[src/rtl/hs_ram_arbiter_if.sv]
// Hiscore engine <-> RAM arbiter request/response bundle.
interface hs_ram_arbiter_if #(
    parameter int unsigned AW = 16,
    parameter int unsigned DW = 8
) ();
    logic          hs_req;
    logic          hs_we;
    logic          hs_hold;
    logic [AW-1:0] hs_addr;
    logic [DW-1:0] hs_wdata;
    logic [DW-1:0] hs_rdata;
    logic          hs_ack;
    logic          hs_busy;

    // Hiscore engine side: issues requests, receives completion.
    modport master (
        output hs_req, hs_we, hs_hold, hs_addr, hs_wdata,
        input  hs_rdata, hs_ack, hs_busy
    );

    // Arbiter side.
    modport slave (
        input  hs_req, hs_we, hs_hold, hs_addr, hs_wdata,
        output hs_rdata, hs_ack, hs_busy
    );
endinterface

[src/rtl/hs_ram_arbiter.sv]
// Work-RAM arbiter: pauses the CPU, lends the RAM port to the hiscore
// engine for one access, then hands it back (or keeps it in hold mode).
module hs_ram_arbiter #(
    parameter int unsigned AW     = 16,
    parameter int unsigned DW     = 8,
    parameter int unsigned SETTLE = 2,
    parameter int unsigned RD_LAT = 1
) (
    input  logic          clk,
    input  logic          reset,
    hs_ram_arbiter_if.slave hs,
    output logic          pause_req,
    input  logic          cpu_paused,
    input  logic [AW-1:0] cpu_addr,
    input  logic [DW-1:0] cpu_wdata,
    input  logic          cpu_we,
    output logic [AW-1:0] ram_addr,
    output logic [DW-1:0] ram_wdata,
    output logic          ram_we,
    input  logic [DW-1:0] ram_rdata
);

    localparam int unsigned SCW = (SETTLE > 0) ? $clog2(SETTLE + 1) : 1;
    localparam int unsigned RCW = (RD_LAT > 1) ? $clog2(RD_LAT) : 1;
    localparam logic [SCW-1:0] SETTLE_LOAD = SCW'((SETTLE == 0) ? 0 : SETTLE - 1);
    localparam logic [RCW-1:0] RD_LOAD     = RCW'((RD_LAT == 0) ? 0 : RD_LAT - 1);

    typedef enum logic [2:0] {
        ST_IDLE,
        ST_PAUSING,
        ST_SETTLE,
        ST_ACCESS,
        ST_WAIT_RD,
        ST_DONE,
        ST_HOLD
    } state_t;

    state_t        state, state_d;
    logic [SCW-1:0] settle_cnt, settle_cnt_d;
    logic [RCW-1:0] rd_cnt, rd_cnt_d;
    logic          accept;
    logic          armed;
    logic          owner_hs;
    logic          lat_we;
    logic [AW-1:0] lat_addr;
    logic [DW-1:0] lat_wdata;

    // Next-state logic, settle/read-latency countdowns and request accept.
    always_comb begin
        state_d      = state;
        settle_cnt_d = settle_cnt;
        rd_cnt_d     = rd_cnt;
        accept       = 1'b0;
        case (state)
            ST_IDLE: begin
                if (hs.hs_req && armed) begin
                    accept  = 1'b1;
                    state_d = ST_PAUSING;
                end
            end
            ST_PAUSING: begin
                if (!hs.hs_req) begin
                    state_d = ST_IDLE;
                end else if (cpu_paused) begin
                    if (SETTLE == 0) begin
                        state_d = ST_ACCESS;
                    end else begin
                        state_d      = ST_SETTLE;
                        settle_cnt_d = SETTLE_LOAD;
                    end
                end
            end
            ST_SETTLE: begin
                if (!hs.hs_req) begin
                    state_d = ST_IDLE;
                end else if (!cpu_paused) begin
                    state_d = ST_PAUSING;
                end else if (settle_cnt == '0) begin
                    state_d = ST_ACCESS;
                end else begin
                    settle_cnt_d = settle_cnt - SCW'(1);
                end
            end
            ST_ACCESS: begin
                if (lat_we) begin
                    state_d = ST_DONE;
                end else begin
                    state_d  = ST_WAIT_RD;
                    rd_cnt_d = RD_LOAD;
                end
            end
            ST_WAIT_RD: begin
                if (rd_cnt == '0) begin
                    state_d = ST_DONE;
                end else begin
                    rd_cnt_d = rd_cnt - RCW'(1);
                end
            end
            ST_DONE: begin
                state_d = hs.hs_hold ? ST_HOLD : ST_IDLE;
            end
            ST_HOLD: begin
                if (hs.hs_req && armed) begin
                    accept  = 1'b1;
                    state_d = ST_ACCESS;
                end else if (!hs.hs_hold) begin
                    state_d = ST_IDLE;
                end
            end
            default: state_d = ST_IDLE;
        endcase
    end

    // State, counters and registered handshake outputs.
    always_ff @(posedge clk) begin
        if (reset) begin
            state      <= ST_IDLE;
            settle_cnt <= '0;
            rd_cnt     <= '0;
            pause_req  <= 1'b0;
            owner_hs   <= 1'b0;
            hs.hs_ack  <= 1'b0;
        end else begin
            state      <= state_d;
            settle_cnt <= settle_cnt_d;
            rd_cnt     <= rd_cnt_d;
            pause_req  <= (state_d != ST_IDLE);
            owner_hs   <= (state_d != ST_IDLE) && (state_d != ST_PAUSING);
            hs.hs_ack  <= (state_d == ST_DONE);
        end
    end

    // Request latch, re-arm tracking and read-data capture.
    always_ff @(posedge clk) begin
        if (reset) begin
            armed       <= 1'b1;
            lat_we      <= 1'b0;
            lat_addr    <= '0;
            lat_wdata   <= '0;
            hs.hs_rdata <= '0;
        end else begin
            // A low request re-arms; completing a transaction disarms so a
            // request left high after ack cannot start a second access.
            if (!hs.hs_req) begin
                armed <= 1'b1;
            end else if (state == ST_DONE) begin
                armed <= 1'b0;
            end
            if (accept) begin
                lat_we    <= hs.hs_we;
                lat_addr  <= hs.hs_addr;
                lat_wdata <= hs.hs_wdata;
            end
            if ((state == ST_WAIT_RD) && (rd_cnt == '0)) begin
                hs.hs_rdata <= ram_rdata;
            end
        end
    end

    assign hs.hs_busy = owner_hs;

    // RAM port mux, zero-latency pass-through while the CPU owns it.
    always_comb begin
        ram_addr  = cpu_addr;
        ram_wdata = cpu_wdata;
        ram_we    = cpu_we;
        if (owner_hs) begin
            ram_addr  = lat_addr;
            ram_wdata = lat_wdata;
            ram_we    = (state == ST_ACCESS) && lat_we;
        end
    end

endmodule

[src/flat_wrapper.sv]
// flat-port wrapper written by rule: the top's interface ports become plain ports
module hs_ram_arbiter_flat 
#(
    parameter int unsigned AW     = 16,
    parameter int unsigned DW     = 8,
    parameter int unsigned SETTLE = 2,
    parameter int unsigned RD_LAT = 1
)
  (clk, reset, pause_req, cpu_paused, cpu_addr, cpu_wdata, cpu_we, ram_addr, ram_wdata, ram_we, ram_rdata, hs_hs_req, hs_hs_we, hs_hs_hold, hs_hs_addr, hs_hs_wdata, hs_hs_rdata, hs_hs_ack, hs_hs_busy);
  hs_ram_arbiter_if #(.AW(AW), .DW(DW)) hs_i ();
  input  logic clk;
  input  logic reset;
  output logic pause_req;
  input  logic cpu_paused;
  input  logic [AW-1:0] cpu_addr;
  input  logic [DW-1:0] cpu_wdata;
  input  logic cpu_we;
  output logic [AW-1:0] ram_addr;
  output logic [DW-1:0] ram_wdata;
  output logic ram_we;
  input  logic [DW-1:0] ram_rdata;
  input wire logic [$bits(hs_i.hs_req)-1:0] hs_hs_req;
  input wire logic [$bits(hs_i.hs_we)-1:0] hs_hs_we;
  input wire logic [$bits(hs_i.hs_hold)-1:0] hs_hs_hold;
  input wire logic [$bits(hs_i.hs_addr)-1:0] hs_hs_addr;
  input wire logic [$bits(hs_i.hs_wdata)-1:0] hs_hs_wdata;
  output wire logic [$bits(hs_i.hs_rdata)-1:0] hs_hs_rdata;
  output wire logic [$bits(hs_i.hs_ack)-1:0] hs_hs_ack;
  output wire logic [$bits(hs_i.hs_busy)-1:0] hs_hs_busy;
  assign hs_i.hs_req = hs_hs_req;
  assign hs_i.hs_we = hs_hs_we;
  assign hs_i.hs_hold = hs_hs_hold;
  assign hs_i.hs_addr = hs_hs_addr;
  assign hs_i.hs_wdata = hs_hs_wdata;
  assign hs_hs_rdata = hs_i.hs_rdata;
  assign hs_hs_ack = hs_i.hs_ack;
  assign hs_hs_busy = hs_i.hs_busy;
  hs_ram_arbiter #(.AW(AW), .DW(DW), .SETTLE(SETTLE), .RD_LAT(RD_LAT)) u_core (.clk(clk), .reset(reset), .hs(hs_i), .pause_req(pause_req), .cpu_paused(cpu_paused), .cpu_addr(cpu_addr), .cpu_wdata(cpu_wdata), .cpu_we(cpu_we), .ram_addr(ram_addr), .ram_wdata(ram_wdata), .ram_we(ram_we), .ram_rdata(ram_rdata));
endmodule
[config.mk]
export PLATFORM = sky130hd
export DESIGN_NAME = hs_ram_arbiter_flat
export DESIGN_NICKNAME = d
export VERILOG_FILES = /design/src/rtl/hs_ram_arbiter_if.sv /design/src/rtl/hs_ram_arbiter.sv /design/src/flat_wrapper.sv
export SDC_FILE = /design/constraint.sdc
export NUM_CORES = 1
export LEC_CHECK = 0
export BUFFER_PORTS_ARGS = -buffer_cell sky130_fd_sc_hd__buf_2
export CORE_MARGIN = 3
export CORE_UTILIZATION = 35
export CTS_CLUSTER_DIAMETER = 40
export DETAILED_ROUTE_END_ITERATION = 16
export PLACE_DENSITY_LB_ADDON = 0.3
export SYNTH_ARGS = -nofsm -noshare
export SYNTH_HDL_FRONTEND = slang
export SYNTH_SLANG_ARGS = --single-unit
[constraint.sdc]
create_clock -name clk -period 1.85 [get_ports clk]
set_clock_uncertainty 0.2 [all_clocks]
set_input_delay 0 -clock clk [delete_from_list [all_inputs] [get_ports clk]]
set_output_delay 0 -clock clk [all_outputs]
set_load 0.01 [all_outputs]
# == Yosys cells after proc, flatten, opt, wreduce, memory -nomap -nowiden ==
# Cells that the tools add are included.
# word_totals
regBits,43
latchBits,0
ramBits,0
rom_bits,0
word_cells,68
n_memories,0
# classes
add_sub_neg,2
multipliers,0
n_div,0
n_lt_le_gt_ge,0
eq_ne,14
shifts,0
muxes,26
bitwise_logic,2
reduce_logical,13
# op_table
op,count
$mux W3,10
$pmux W3 S7,1
$mux W16,1
$eq A3 B3 Y1 const B,4
$ne A2 B2 Y1 const B,6
$mux W2,5
$mux W8,1
$eq A3 B2 Y1 const B,2
$mux W1,6
$reduce_and A6 Y1,1
$logic_and A1 B1 Y1,4
$pmux W2 S2,1
$reduce_bool A2 Y1,2
$reduce_or A2 Y1,2
$eq A3 B1 Y1 const B,1
$logic_not A3 Y1,1
$ne A3 B1 Y1 const B,1
$reduce_bool A3 Y1,1
$logic_not A2 Y1,1
$not A1 Y1,2
$pmux W1 S2,1
$reduce_and A2 Y1,1
$sub A2 B1 Y2 const B,1
$sub A1 B1 Y1 const B,1

# == Depth between registers and ports, before layout ==
# Gate-level depths: netlist of the first run.
# depth
ltp_word,7
mapped_depth,6
ltp_nobuf,6

# == Worst setup path after synthesis of the first run ==
# Ideal clock, no wire load.
# synth_path
path_kind,flip-flop to flip-flop
startpoint,register u_core.state[1]
endpoint,register u_core.pause_req
setup_ps,143
arrival_ps,1090
t_required_ps,1507
slack_ps,417
stages_incl_launch_ff,6
path_buffers,1
path_cell_list,dfxtp_1 > nor2_1 > and2_1 > buf_2 > a311oi_2 > a41oi_1
# synth_via
elab_chain_cells,5
elab_cells_between_ends,18
classes_between,eq/ne (6); mux (10); reduce/logical (2)
# synth_lines
element,line,rtl
from (decl),hs_ram_arbiter.sv:38,"state_t state, state_d;"
from (signal assigned),hs_ram_arbiter.sv:124,state <= state_d;
$mux W3,hs_ram_arbiter.sv:78,end else if (settle_cnt == '0) begin
$mux W3,hs_ram_arbiter.sv:76,end else if (!cpu_paused) begin
$mux W3,hs_ram_arbiter.sv:74,if (!hs.hs_req) begin
$pmux W3 S7 (*),hs_ram_arbiter.sv:54,case (state)
$reduce_bool A3 Y1 (*),hs_ram_arbiter.sv:127,pause_req <= (state_d != ST_IDLE);
to (signal assigned),hs_ram_arbiter.sv:127,
to (decl),hs_ram_arbiter.sv:12,"output logic pause_req,"
# Mark *: on every way between the ends. The rest lies on a longest branch, timed or not.
# A chain may end at the register's enable or synchronous reset.

# == Worst setup path in the final report of the first run ==
# Same ends and word-level chain as after synthesis.

==> reports/qor.yml, run 1 <==
grt_pass1_wl_mm: 9.43
end_kind: "flip-flop"
r2r_slack_ps: 270
dr.pass1.iters: 4
drc: 0
core_um2: 5640
die-width_um: 83.2
antenna_found_initial: 0
drive_gt1_share_pct: 49.3
hold_path_class: "in2reg"
yosysUniqueCellTypes: 38
clk_path_buf_depth: 2
ant_nets: 0
cts.clk_slew.worst_paths_ps: 70
cts_setup_buffers: 0
hold_depth: 5
wl_mm: 5.57
final_cells: 441
cp.arrival_ps: 1520
outcome: "finished, final reports clean"
h-tree-depth: 2
leakagePower_uw: 0.00133
via_count: 2026
cts_tree: "yes"
ys.flop_type: "dfxtp_1"
ios: 99
synth-compound-area-share_pct: 18.6
detailedRoute.firstIterationViolations: 94
critPathBufInv: 1
globalRouteOverflowTotal: 0
synth-simple-area-share_pct: 21.2
slowest_stage: "dfxtp_1"
slew_viol_final: 0
synth_nets: 297
setup_viol: 0
hold_viol: 0
synth.most_common_cell: "nand2_1"
max_freq_mhz: 635
syn_to_final_growth_pct: 47.3
syn_inst: 233
worst-setup-path-type: "reg2reg"
ctsRootBufferMaster: "clkbuf_8"
ys_seq_elements: 42
power_density_nw_per_um2: 620
placedCellCount: 398
cpPeakStageDelay_ps: 360
yosysTopAreaCellShare_pct: 40.3
critical-path-top-delay-family: "compound AO/OA/AOI/OAI gates"
avgSynthCellArea_um2: 8.96
power.total_uw: 1910
fp-row-count: 27
netlist_area_um2: 2090
vias_per_cell: 4.59
finalNetCount: 433
synthTopCellsByCount: "53 x nand2_1, 42 x dfxtp_1, 24 x mux2_2"
finalWeightedCongestion: 0.820
cp_num_cells: 5
muxShareOfSynthArea_pct: 12.9
dp.final_hpwl_mm: 3.74
synth-adder-area-share_pct: 0.599
yosysTopAreaCell: "dfxtp_1"
drv_cap: 0
grtUsageTotal_pct: 16.4
drt-wirelength-per-cell_um: 12.6
io_buffers: 98
synth_top_family_by_area: "simple AND/OR/NAND/NOR gates"
finalSetupTns_ps: 0
slew_headroom_pct: 71.1
synth_async_sr_flop_share_pct: 0
grt_max_degree: 21
initial_core_util_pct: 37.0
post-route-min-period_ps: 1580
r2r_cells: 5
clk_latency_ps: 280
cts-buffers-inserted: 5
n_antenna_cell: 0
start_kind: "flip-flop"
ir_drop_v: 0.000323
path_max_fanout: 11
synth_area_leaders: "dfxtp_1 40%, mux2_2 13%, nand2_1 9.5%"
max_slew.worst_pin.slew_ps: 433
synth_xor_area_share_pct: 0.419
rsz0062_at_grt: "no"
yosysWarningCount: 0
fin_crit_sh_pct: 85.1
grt_pass1_vias: 2048
fp.dieH_um: 83.2
cts_sinks: 42
synth-edff-count: 0
die_area_um2: 6930
seq_area_frac_synth_pct: 40.3
cp_cell_sequence: "buf_4 -> nor2_1 -> and2_1 -> a311oi_2 -> a41oi_1"
cp.required_ps: 1800
## worst paths after layout
kind                                            from                    to
worst min register to register  u_core.settle_cnt[0]  u_core.settle_cnt[0]
worst min-delay path                      cpu_paused       u_core.state[1]
worst max-delay path                 u_core.state[1]      u_core.pause_req
worst max register to register       u_core.state[1]      u_core.pause_req
## cell usage in the layout, fill, tap and decap left out, types with 2 or more instances in the layout
cell type / n
inv_1: 4
clkbuf_1: 2
a21oi_1: 19
nand2_2: 20
o21a_1: 2
buf_4: 11
nor2b_1: 4
clkbuf_8: 5
a21oi_2: 20
nor3b_1: 2
buf_2: 98
nand2_1: 53
mux2_2: 24
dfxtp_1: 42
dlygate4sd3_1: 36
nor2_1: 6
## routing by layer
| metal | track usage [%] | vias up | wire length, um |
|---|---|---|---|
| li1 | - | 1054 | - |
| met1 | 19.8 | 901 | 2470 |
| met2 | 28.7 | 66 | 2690 |
| met3 | 4.56 | 5 | 349 |
| met4 | 4.16 | 0 | 53 |
| met5 | 0 | - | 0 |
## what timing repair did
| action | 4_1_cts | 5_1_grt |
|---|---|---|
| hold endpoints to repair | 42 | 0 |
| hold buffers | 36 | 0 |
| resized for setup | 0 | 0 |
| setup endpoints to repair | 0 | 0 |
## sequential cells by signal, summed over array words and instances, names as in the netlist
register / count
u_core.lat_addr: 16
u_core.hs.hs_rdata: 8
u_core.lat_wdata: 8
u_core.state: 3
u_core.settle_cnt: 2
u_core.armed: 1
u_core.hs.hs_ack: 1
u_core.hs.hs_busy: 1
u_core.lat_we: 1
u_core.pause_req: 1
## area by class of cell
class / instances / area, um^2
Fill cell: 503 / 2560
Multi-Input combinational cell: 171 / 1120
Timing Repair Buffer: 145 / 933
Sequential cell: 42 / 841
Tap cell: 72 / 90.1
Clock buffer: 7 / 76.3
Inverter: 4 / 15.0
## kinds of logic after synthesis
logic type,count (synthesis)
DFF,42
buffers and inverters,20
and+or+nand+nor,92
adders and majority gates,1
muxes,24
AOI/OAI and AO/OA,53
xor gates and xnor gates,1
## power by group
group          internal, uW  switching, uW
clock network           260            287
logic                   214            181
registers               943           20.8
total                  1420            489
## worst reg2reg max path: stages (launching register included)
cell      delay (ps)
dfxtp_1          360
buf_4            180
nor2_1            70
and2_1           180
a311oi_2         310
a41oi_1          160
## per-stage QoR
step / area (um^2) / hold slack, ps / worst slack [ps] / utilization [%]
2_1_floorplan: 2090 / -113 / 417 / -
3_3_place_gp: 2640 / 40.8 / 350 / 46.8
3_5_place_dp: 2640 / 44.5 / 299 / 46.8
4_1_cts: 3080 / 25.2 / 284 / 54.5
5_1_grt: 3080 / 84.9 / 135 / 54.5
6_report: 3080 / 43.3 / 275 / 54.5
No activity file was read; power rests on OpenSTA's default activity.
==> run 2: changes to the inputs <==
--- a/config.mk
+++ b/config.mk
@@ -5,6 +5,7 @@
 export SDC_FILE = /design/constraint.sdc
 export NUM_CORES = 1
 export LEC_CHECK = 0
+export ABC_AREA = 1
 export BUFFER_PORTS_ARGS = -buffer_cell sky130_fd_sc_hd__buf_2
 export CORE_MARGIN = 3
 export CORE_UTILIZATION = 35
==> reports/qor.yml, run 2 <==
outcome: "finished, final reports clean"
start_kind: "flip-flop"
seq_area_um2: 842
die-width_um: 81.2
drive_gt1_share_pct: 28.0
detailedRoute.firstIterationViolations: 110
cpPeakStageDelay_ps: 450
grtUsageTotal_pct: 17.5
via_count: 2238
cts.clk_slew.worst_paths_ps: 70
synth.most_common_cell: "nand2_1"
clk_path_buf_depth: 2
dr.pass1.iters: 4
hold_depth: 4
setup_slack_ps: 236
synthTopCellsByCount: "97 x nand2_1, 70 x nor2_1, 42 x dfxtp_1"
cp_cell_sequence: "inv_2 -> nor2_4 -> nand3_2 -> nand2_8 -> inv_6 -> nor2_1 -> nor2_1"
reg_top3: "u_core.lat_addr: 16 flops, u_core.hs.hs_rdata: 8 flops, u_core.lat_wdata: 8 flops"
ctsRootBufferMaster: "clkbuf_8"
drt-wirelength-per-cell_um: 11.4
cts-buffers-inserted: 5
cts_setup_buffers: 0
ios: 99
hold_viol: 0
slowest_stage: "dfxtp_1"
syn_inst: 301
globalRouteOverflowTotal: 0
seq_area_frac_synth_pct: 42.5
avgSynthCellArea_um2: 6.57
rsz0062_at_grt: "no"
core_um2: 5270
fin_crit_sh_pct: 87.2
synth_async_sr_flop_share_pct: 0
cp.required_ps: 1820
grt_pass1_wl_mm: 9.13
yosysTopAreaCell: "dfxtp_1"
end_kind: "flip-flop"
cts_tree: "yes"
drv_cap: 0
fillers: 511
grt_max_degree: 28
power.total_uw: 2090
ant_nets: 0
die_area_um2: 6590
leakagePower_uw: 0.00158
power_density_nw_per_um2: 698
wl_mm: 5.76
r2r_cells: 7
netlist_area_um2: 1980
synth-edff-count: 0
critical-path-top-delay-family: "simple AND/OR/NAND/NOR gates"
path_max_fanout: 27
finalNetCount: 498
r2r_slack_ps: 240
synth_nets: 365
ys_seq_elements: 42
grt_pass1_vias: 2181
h-tree-depth: 2
fp.dieH_um: 81.2
worst-setup-path-type: "reg2reg"
slew_viol_final: 0
r2r_end: "u_core.lat_we"
min-delay-start: "cpu_addr[10]"
n_antenna_cell: 0
initial_core_util_pct: 37.5
ir_drop_v: 0.000294
min_to: "ram_addr[10]"
hold_path_class: "in2out"
antenna_found_initial: 0
fin_hold_ws_ps: 74.5
placedCellCount: 460
io_buffers: 98
ys.flop_type: "dfxtp_1"
dp.final_hpwl_mm: 3.94
final_cells: 505
yosysWarningCount: 0
yosysTopAreaCellShare_pct: 42.5
cp.arrival_ps: 1590
syn_to_final_growth_pct: 51.5
dp_slack_ps: 158
cpMostUsedCell: "nor2_1"
largest_reg_flops: 16
slew_headroom_pct: 68.0
clk_latency_ps: 280
max_slew.worst_pin.slew_ps: 479
yosysUniqueCellTypes: 22
r2r-start: "u_core.state[1]"
layout_common_cells: "98 x buf_2, 97 x nand2_1, 70 x nor2_1"
top_register: "u_core.lat_addr"
critPathBufInv: 2
max_freq_mhz: 620
layout_commonest_cell: "buf_2"
finalSetupTns_ps: 0
post-route-min-period_ps: 1610
multiInputGateArea_um2: 982
drc: 0
cts_sinks: 42
fp-row-count: 26
vias_per_cell: 4.43
setup_viol: 0
synth_area_leaders: "dfxtp_1 43%, nand2_1 18%, nor2_1 13%"
finalWeightedCongestion: 0.892
==> run 2: report_power, final <==
| part | internal (uW) | leakage [uW] | switching [uW] | total [uW] |
|---|---|---|---|---|
| clock network | 404 | 0.0000524 | 291 | 695 |
| logic | 196 | 0.00118 | 203 | 399 |
| registers | 965 | 0.000346 | 33.5 | 998 |
==> run 2: what timing repair did <==
item	in CTS	in global routing
hold buffers	37	0
setup endpoints to repair	0	7
gates resized for setup	0	2
hold endpoints to repair	40	0
==> run 2: worst max-delay path by stage <==
stage / startpoint / endpoint / slack [ps] / cells after the start
global route: u_core.state[1] / u_core.lat_addr[3] / 60 / 7
global placement: u_core.state[2] / u_core.pause_req / 190 / 7
CTS: u_core.state[2] / u_core.lat_we / 130 / 6
finish: u_core.state[1] / u_core.lat_we / 240 / 7
detailed placement: u_core.state[2] / u_core.lat_addr[7] / 160 / 6
floorplan: u_core.state[1] / u_core.lat_addr[3] / 410 / 8
==> run 2: worst reg2reg max path, cell delays in order, from the launching register on <==
cell     delay, ps
dfxtp_1        450
inv_2           80
nor2_4         150
nand3_2        140
nand2_8        190
inv_6          130
nor2_1         110
nor2_1          50
==> run 2: cells by family after synthesis <==
group | count (synthesis) | synth area share, %
AOI/OAI and AO/OA | 39 | 9.93
DFF | 42 | 42.5
and+or+nand+nor | 188 | 38.6
buffers and inverters | 31 | 8.29
adders and majority gates | 1 | 0.632
==> run 2: layout make-up <==
class	count	share of cell area [%]
Timing Repair Buffer	140	30.4
Tap cell	70	2.92
Sequential cell	42	28.1
Inverter	17	2.30
Clock buffer	7	2.55
Multi-Input combinational cell	228	32.8
Clock inverter	1	1.00
==> run 2: metal layers <==
layer  global-route usage (%)  vias up  routed length [um]
met3                     3.10        6                 393
met5                        0        -                   0
met1                     20.1      951                2580
met4                     5.57        0                  63
met2                     32.5       84                2720
li1                         -     1197                   -
==> run 2: per-stage QoR <==
stage	area, um^2	utilization, %
2_1_floorplan	1980	-
3_3_place_gp	2510	47.6
3_5_place_dp	2510	47.6
4_1_cts	2990	56.7
5_1_grt	3000	56.9
6_report	3000	56.9
